## src/rtl/root_square_pkg.sv

```systemverilog
// root_square_pkg: shared state encoding and sizing helpers for the squarer
package root_square_pkg;
  typedef enum logic [1:0] {IDLE, CALC, DONE} state_t;
  localparam int DEFAULT_WIDTH = 8;
  function automatic int cnt_w(input int w);
    return (w > 1) ? $clog2(w) : 1;
  endfunction
endpackage

```

## src/rtl/root_square_step.sv

```systemverilog
// root_square_step: one combinational shift-add partial-product step
module root_square_step
  import root_square_pkg::*;
#(
  parameter int WIDTH = DEFAULT_WIDTH
) (
  input  logic [2*WIDTH-1:0] acc,
  input  logic [2*WIDTH-1:0] a,
  input  logic [WIDTH-1:0]   m,
  output logic [2*WIDTH-1:0] acc_next,
  output logic [2*WIDTH-1:0] a_next,
  output logic [WIDTH-1:0]   m_next
);
  always_comb begin
    acc_next = m[0] ? acc + a : acc;
    a_next = a << 1;
    m_next = m >> 1;
  end
endmodule

```

## src/rtl/root_square.sv

```systemverilog
// root_square: sequential shift-add squarer, one partial product per clock
module root_square
  import root_square_pkg::*;
#(
  parameter int WIDTH = DEFAULT_WIDTH
) (
  input  logic               Clk,
  input  logic               Rst,
  input  logic               In_valid,
  output logic               In_ready,
  input  logic [WIDTH-1:0]   Root_i,
  output logic               Out_valid,
  input  logic               Out_ready,
  output logic [2*WIDTH-1:0] Square_o,
  output logic               Busy
);
  localparam int CW = cnt_w(WIDTH);
  state_t state_q, state_d;
  logic [2*WIDTH-1:0] acc, a, acc_n, a_n;
  logic [WIDTH-1:0] m, m_n;
  logic [CW-1:0] cnt;
  logic last;
  root_square_step #(.WIDTH(WIDTH)) u_step (
    .acc(acc), .a(a), .m(m),
    .acc_next(acc_n), .a_next(a_n), .m_next(m_n)
  );
  always_comb begin
    In_ready = state_q == IDLE;
    Out_valid = state_q == DONE;
    Busy = !In_ready;
    last = state_q == CALC && cnt == CW'(WIDTH - 1);
    state_d = (In_ready && In_valid) ? CALC :
              last ? DONE :
              (Out_valid && Out_ready) ? IDLE : state_q;
  end
  // Square_o is a separate register so it survives acc being cleared on the next accept
  always_ff @(posedge Clk) begin
    if (Rst) begin
      state_q <= IDLE;
      acc <= '0;
      a <= '0;
      m <= '0;
      cnt <= '0;
      Square_o <= '0;
    end else begin
      state_q <= state_d;
      if (In_ready && In_valid) begin
        a <= {{WIDTH{1'b0}}, Root_i};
        m <= Root_i;
        acc <= '0;
        cnt <= '0;
      end else if (state_q == CALC) begin
        acc <= acc_n;
        a <= a_n;
        m <= m_n;
        cnt <= cnt + 1'b1;
        if (last) Square_o <= acc_n;
      end
    end
  end
endmodule

```

## config.mk

```make
export PLATFORM = sky130hd
export DESIGN_NAME = root_square
export DESIGN_NICKNAME = d
export VERILOG_FILES = /design/src/rtl/root_square_pkg.sv /design/src/rtl/root_square_step.sv /design/src/rtl/root_square.sv
export SDC_FILE = /design/constraint.sdc
export NUM_CORES = 1
export LEC_CHECK = 0
export CORE_ASPECT_RATIO = 0.8
export CORE_MARGIN = 2
export CORE_UTILIZATION = 57
export DETAILED_ROUTE_END_ITERATION = 10
export GPL_TIMING_DRIVEN = 0
export PLACE_DENSITY_LB_ADDON = 0.1
export SYNTH_ARGS = -nofsm -noshare
export SYNTH_HDL_FRONTEND = slang
export SYNTH_SLANG_ARGS = --single-unit
export TNS_END_PERCENT = 10
```

## constraint.sdc

```tcl
create_clock -name Clk -period 7 [get_ports Clk]
set_clock_uncertainty 0.2 [all_clocks]
set_input_delay 1.75 -clock Clk [delete_from_list [all_inputs] [get_ports Clk]]
set_output_delay 1.75 -clock Clk [all_outputs]
set_load 0.01 [all_outputs]
```

==> flow_metrics.tcl, run 1 <==
set metrics [dict create \
    post_synth_instance_area_um2 3180 \
    layout.cells.most_common_list "sky130_fd_sc_hd__dfxtp_1 (61), sky130_fd_sc_hd__nand2_1 (48), sky130_fd_sc_hd__a21oi_1 (33), sky130_fd_sc_hd__clkdlybuf4s50_1 (30), sky130_fd_sc_hd__nor2_1 (29)" \
    route.antenna.remaining_nets 0 \
    proportion_of_register_bits_with_asynchronous_set_or_reset_after_synthesis_pct 0 \
    worst_hold_path_type "reg2reg" \
    drt-initial-drc-count 399 \
    post-route-period-util_pct 55.6 \
    design.portCount 31 \
    post-cts-setup-buffer-count 0 \
    timing.critical_path.from_type "input port" \
    dp_hpwl_mm 6.02 \
    routed_wirelength_mm 8.31 \
    irDropWorstVdd_v 0.000158 \
    initial_utilization_pct 58.9 \
    powerDensity_nw_per_um2 192 \
    sequential_cell_area_um2 1220 \
    unrepaired_setup_endpoints_after_global_routing "false" \
    core_um2 5410 \
    layout.nets 446 \
    setup.worst_path.class "in2reg" \
    most_numerous_cell_on_the_critical_path "sky130_fd_sc_hd__clkbuf_1" \
    synth_seq_area_share_pct 38.4 \
    die_height_um 70.8 \
    placement.io_buffers 30 \
    layout.cells.most_common "sky130_fd_sc_hd__dfxtp_1" \
    n_antenna_cell 0 \
    dieWidth_um 87.6 \
    cts_root_buf "sky130_fd_sc_hd__clkbuf_8" \
    placed_cells 470 \
    period_minus_slack_ns 3.89 \
    firstDrtPassIters 7 \
    crit_fanout 10 \
    cp_slowest_cell "sky130_fd_sc_hd__a21oi_1" \
    ys.flop_type "sky130_fd_sc_hd__dfxtp_1" \
    run_status "finished clean" \
    worst_skew_pair.late_latency_ns 0.34 \
    final-max-slew-violation-count 0 \
    cts_made_buffers 9 \
    area.growth.synth_to_final_pct 17.2 \
    postCtsHoldBufs 0 \
    n_fill_cell 464 \
    globalplace.congestion 0.923 \
    initial_antenna_violation_count 0 \
    post_cts_resize_count 0 \
    dieArea_um2 6200 \
    vias 3065 \
    cp_top_family "buffers and inverters" \
    worst_ep_required_time_ns 7.06 \
    synthesis.instances 375 \
    synth_enable_flop_cells 0 \
    timing.final.hold_violations 0 \
    grt_overflow 0 \
    cts_buffer_depth 2 \
    cp.buffers_inverters 3 \
    critical_path.max_stage_delay_ns 0.75 \
    postSynthAreaPerCell_um2 8.49 \
    power.static_leakage_nw 1.45 \
    drt-vias-per-instance 6.33 \
    grt_first_pass_wirelength_mm 13.6 \
    drcViolationCount 0 \
    final_util_pct 69.0 \
    crit_path_end_kind "register" \
    cts_htree_levels 3 \
    maxClockFrequency_ghz 0.257 \
    synth_seq_cells 61 \
    finalInstanceArea_um2 3730 \
    detailed_place.area_um2 3560 \
    setup-tns-final_ns 0 \
    max-slew-margin-rel_pct 42.2 \
    yosys.cell_types.count 57 \
    clock_sink_count 61 \
    timing.final.setup_violations 0 \
    floorplan.rows 24 \
    critical_path.cell_chain "clkdlybuf4s50_1, clkbuf_1, a21oi_1, clkbuf_1, a32oi_1, o21ai_0" \
    worst_slew_pin_slew_ns 0.867 \
    clk_pin_slew_worst_paths_ns 0.06 \
    synth_fp_nets 405 \
    layout.cells.non_filler 484 \
    maximum_number_of_pins_on_one_net_before_global_route_repair 11 \
    synth.yosys.warnings 0 \
    global_route.usage.total_pct 28.5 \
    worst-endpoint-arrival_ns 3.95 \
    layout-drive-gt1-share_pct 6.92 \
    max_cap_violations 0 \
    routed_wire_length_per_instance_um 17.2 \
    grt_pass1_vias 2682 \
    multiInputGateArea_um2 1820 \
    cts_tree "built" \
]
routing by layer:
layer	up-vias	part of all wire, %	global-route usage [%]
li1	1473	-	-
met1	1442	48	42.8
met2	142	42	40.0
met3	8	8.9	7.82
met4	0	0.93	7.86
met5	-	0	0
flip-flops by register name, summed over array words and instances (netlist names):
name	count
m	8
a	16
Square_o	16
state_q	2
cnt	3
acc	16
path summary, 6_finish.rpt:
path	from	end	slack [ns]	cells past startpoint
worst min register to register	Square_o[4]	Square_o[4]	0.25	2
worst max-delay path	Rst	Square_o[7]	3.11	6
worst max register to register	a[0]	acc[10]	4.26	8
worst min-delay path	Square_o[4]	Square_o[4]	0.25	2
metrics by stage:
step,setup slack (ns),hold WS [ns],total power [mW]
after detailed placement,2.81,0.241,0.449
after global routing,2.95,0.286,0.742
after global placement,2.87,0.234,0.448
final,3.11,0.249,0.717
after CTS,3.13,0.257,0.719
after floorplan,3.86,0.240,0.421
synth_stat cells (3+ instances only):
cell type | instances | area, µm²
sky130_fd_sc_hd__dfxtp_1 | 61 | 1220
sky130_fd_sc_hd__nand2_1 | 48 | 180
sky130_fd_sc_hd__a21oi_1 | 33 | 165
sky130_fd_sc_hd__nor2_1 | 29 | 109
sky130_fd_sc_hd__o21ai_0 | 20 | 100
sky130_fd_sc_hd__clkbuf_1 | 18 | 67.6
sky130_fd_sc_hd__ha_1 | 17 | 213
sky130_fd_sc_hd__nand3_1 | 15 | 75.1
sky130_fd_sc_hd__a222oi_1 | 12 | 120
sky130_fd_sc_hd__or3_1 | 8 | 50.1
sky130_fd_sc_hd__a211oi_1 | 7 | 52.6
sky130_fd_sc_hd__inv_1 | 7 | 26.3
sky130_fd_sc_hd__mux2i_1 | 7 | 70.1
sky130_fd_sc_hd__a21o_1 | 6 | 45.0
sky130_fd_sc_hd__a32oi_1 | 6 | 52.6
sky130_fd_sc_hd__o21bai_1 | 5 | 37.5
sky130_fd_sc_hd__xnor2_1 | 5 | 43.8
sky130_fd_sc_hd__buf_2 | 4 | 20.0
sky130_fd_sc_hd__nand4_1 | 4 | 25.0
sky130_fd_sc_hd__nor3_1 | 4 | 20.0
sky130_fd_sc_hd__and2b_1 | 3 | 22.5
sky130_fd_sc_hd__nor2b_1 | 3 | 18.8
sky130_fd_sc_hd__o21a_1 | 3 | 22.5
sky130_fd_sc_hd__o31ai_1 | 3 | 22.5
sky130_fd_sc_hd__or4_1 | 3 | 22.5
sky130_fd_sc_hd__xor2_1 | 3 | 26.3
report_power, final:
part | switching [mW] | internal (mW) | leakage (nW)
Sequential | 0.00631 | 0.356 | 0.495
Combinational | 0.0516 | 0.0307 | 0.868
Clock | 0.130 | 0.143 | 0.0881
worst min-delay path, stage by stage, from the launching register on:
cell                      delay, ns
sky130_fd_sc_hd__dfxtp_1       0.32
sky130_fd_sc_hd__nand2_1       0.04
sky130_fd_sc_hd__o21ai_0       0.05
cell type report:
class	instances	area share, %
timing repair buffer	30	8.05
buffer	24	2.85
clock inverter	2	0.268
clock buffer	12	4.16
multi-input combinational	281	48.8
sequential	61	32.7
tap	65	2.18
inverter	9	0.906
cells by family after synthesis:
family	Yosys count	share of synthesized area, %
buffers and inverters	33	4.40
adder cells (fa/ha/maj)	18	7.31
AO/OA/AOI/OAI	113	24.4
flip-flops	61	38.4
XOR/XNOR	8	2.20
multiplexers	7	2.20
AND/OR/NAND/NOR	135	21.1
No activity file was read; power rests on OpenSTA's default activity.
==> run 2, diff against run 1 <==
--- a/config.mk
+++ b/config.mk
@@ -7,7 +7,7 @@
 export LEC_CHECK = 0
 export CORE_ASPECT_RATIO = 0.8
 export CORE_MARGIN = 2
-export CORE_UTILIZATION = 57
+export CORE_UTILIZATION = 51
 export DETAILED_ROUTE_END_ITERATION = 10
 export GPL_TIMING_DRIVEN = 0
 export PLACE_DENSITY_LB_ADDON = 0.1
==> constraint.sdc (replaced) <==
create_clock -name Clk -period 3.2 [get_ports Clk]
set_clock_uncertainty 0.2 [all_clocks]
set_input_delay 0.8 -clock Clk [delete_from_list [all_inputs] [get_ports Clk]]
set_output_delay 0.8 -clock Clk [all_outputs]
set_load 0.01 [all_outputs]
==> flow_metrics.tcl, run 2 (same netlist as run 1, synthesis figures left out) <==
set metrics [dict create \
    timing.final.hold_violations 0 \
    routed_wire_length_per_instance_um 16.9 \
    drt-vias-per-instance 6.10 \
    detailed_place.area_um2 3580 \
    power.static_leakage_nw 1.48 \
    maxClockFrequency_ghz 0.337 \
    max-slew-margin-rel_pct 40.4 \
    crit_path_end_kind "register" \
    cts_buffer_depth 2 \
    core_um2 5970 \
    worst_skew_pair.late_latency_ns 0.35 \
    largestRegisters "Square_o (16), a (16), acc (16)" \
    drcViolationCount 0 \
    crit_fanout 10 \
    max_cap_violations 0 \
    clock_sink_count 61 \
    timing.final.setup_violations 0 \
    drt-initial-drc-count 392 \
    layout-drive-gt1-share_pct 7.13 \
    n_antenna_cell 0 \
    layout.cells.most_common "sky130_fd_sc_hd__dfxtp_1" \
    vias 3061 \
    timing.critical_path.from_type "input port" \
    setup.worst_path.class "in2reg" \
    globalplace.congestion 0.923 \
    post-cts-setup-buffer-count 0 \
    worst_ep_required_time_ns 3.26 \
    postCtsHoldBufs 0 \
    grt_first_pass_wirelength_mm 13.7 \
    dieArea_um2 6890 \
    unrepaired_setup_endpoints_after_global_routing "false" \
    run_status "finished clean" \
    placement.io_buffers 30 \
    grt_pass1_vias 2726 \
    cp_top_family "buffers and inverters" \
    dieWidth_um 92.3 \
    routed_wirelength_mm 8.47 \
    powerDensity_nw_per_um2 474 \
    cts_tree "built" \
    layout.cells.non_filler 502 \
    maximum_number_of_pins_on_one_net_before_global_route_repair 11 \
    route.antenna.remaining_nets 0 \
    r2r_setup_slack_ns 0.43 \
    dp_hpwl_mm 6.10 \
    initial_utilization_pct 53.3 \
    worst_hold_path_type "reg2reg" \
    cp_slowest_cell "sky130_fd_sc_hd__a21oi_1" \
    cp.buffers_inverters 3 \
    final_util_pct 64.0 \
    critical_path.cell_chain "clkdlybuf4s50_1, clkbuf_1, a21oi_1, clkbuf_1, a32oi_1, o21ai_0" \
    firstDrtPassIters 7 \
    layout.cells.most_common_list "sky130_fd_sc_hd__dfxtp_1 (61), sky130_fd_sc_hd__nand2_1 (48), sky130_fd_sc_hd__a21oi_1 (33), sky130_fd_sc_hd__clkdlybuf4s50_1 (30), sky130_fd_sc_hd__nor2_1 (29)" \
    cts_root_buf "sky130_fd_sc_hd__clkbuf_8" \
    cts_made_buffers 9 \
    clk_pin_slew_worst_paths_ns 0.07 \
    layout.nets 446 \
    irDropWorstVdd_v 0.000288 \
    global_route.usage.total_pct 25.8 \
    post-route-period-util_pct 92.6 \
    area.growth.synth_to_final_pct 20.2 \
    grt_overflow 0 \
    cts_htree_levels 3 \
    finalInstanceArea_um2 3820 \
    die_height_um 74.7 \
    final-max-slew-violation-count 0 \
    floorplan.rows 25 \
    critical_path.max_stage_delay_ns 0.77 \
    period_minus_slack_ns 2.96 \
    most_numerous_cell_on_the_critical_path "sky130_fd_sc_hd__clkbuf_1" \
    post_cts_resize_count 0 \
    worst-endpoint-arrival_ns 3.03 \
    initial_antenna_violation_count 0 \
    placed_cells 486 \
    final.hold.worst_slack_ns 0.251 \
    design.portCount 31 \
    worst_slew_pin_slew_ns 0.894 \
]
-- run 2: metal layers --
| metal | vias up | GRT usage, % | part of all wire [%] |
|---|---|---|---|
| met5 | - | 0 | 0 |
| met4 | 0 | 10.3 | 1.8 |
| met3 | 13 | 7.61 | 8.5 |
| met2 | 163 | 36.8 | 41 |
| met1 | 1412 | 36.9 | 49 |
| li1 | 1473 | - | - |
-- run 2: stage by stage --
| stage | setup TNS [ns] | setup WS [ns] | power [mW] |
|---|---|---|---|
| after floorplan | 0 | 0.729 | 0.920 |
| after detailed placement | -0.617 | -0.101 | 0.984 |
| after global routing | 0 | 0.0768 | 1.88 |
| after CTS | 0 | 0.265 | 1.82 |
| final | 0 | 0.236 | 1.81 |
| after global placement | -0.563 | -0.108 | 0.981 |
-- run 2: worst paths after layout --
kind	startpoint	to	cells past startpoint
setup / recovery	Rst	Square_o[7]	6
hold reg to reg	Square_o[4]	Square_o[4]	2
hold / removal	Square_o[4]	Square_o[4]	2
setup reg to reg	acc[0]	acc[10]	8
-- run 2: area by class of cell --
type                       instances  area, µm²
buffer                            24        106
clock buffer                      12        145
clock inverter                     4       95.1
fill                             547       2150
inverter                           9       33.8
multi-input combinational        281       1820
sequential                        61       1220
tap                               81        101
timing repair buffer              30        300
-- run 2: worst min-delay path: stages (launching register included) --
cell and delay [ns]:
sky130_fd_sc_hd__dfxtp_1 0.32, sky130_fd_sc_hd__nand2_1 0.04, sky130_fd_sc_hd__o21ai_0 0.05
-- run 2: power by group --
| part | internal (mW) | total, mW | leakage, nW | switching, mW |
|---|---|---|---|---|
| Sequential | 0.778 | 0.791 | 0.495 | 0.0133 |
| Combinational | 0.0673 | 0.181 | 0.868 | 0.114 |
| Clock | 0.538 | 0.840 | 0.121 | 0.302 |
| Total | 1.38 | 1.81 | 1.48 | 0.429 |
==> run 3, diff against run 2 <==
--- a/config.mk
+++ b/config.mk
@@ -11,6 +11,7 @@
 export DETAILED_ROUTE_END_ITERATION = 10
 export GPL_TIMING_DRIVEN = 0
 export PLACE_DENSITY_LB_ADDON = 0.1
+export SLEW_MARGIN = 20
 export SYNTH_ARGS = -nofsm -noshare
 export SYNTH_HDL_FRONTEND = slang
 export SYNTH_SLANG_ARGS = --single-unit
==> results of run 3 <==
Final layout, timing and power as in run 2 (identical DEF).
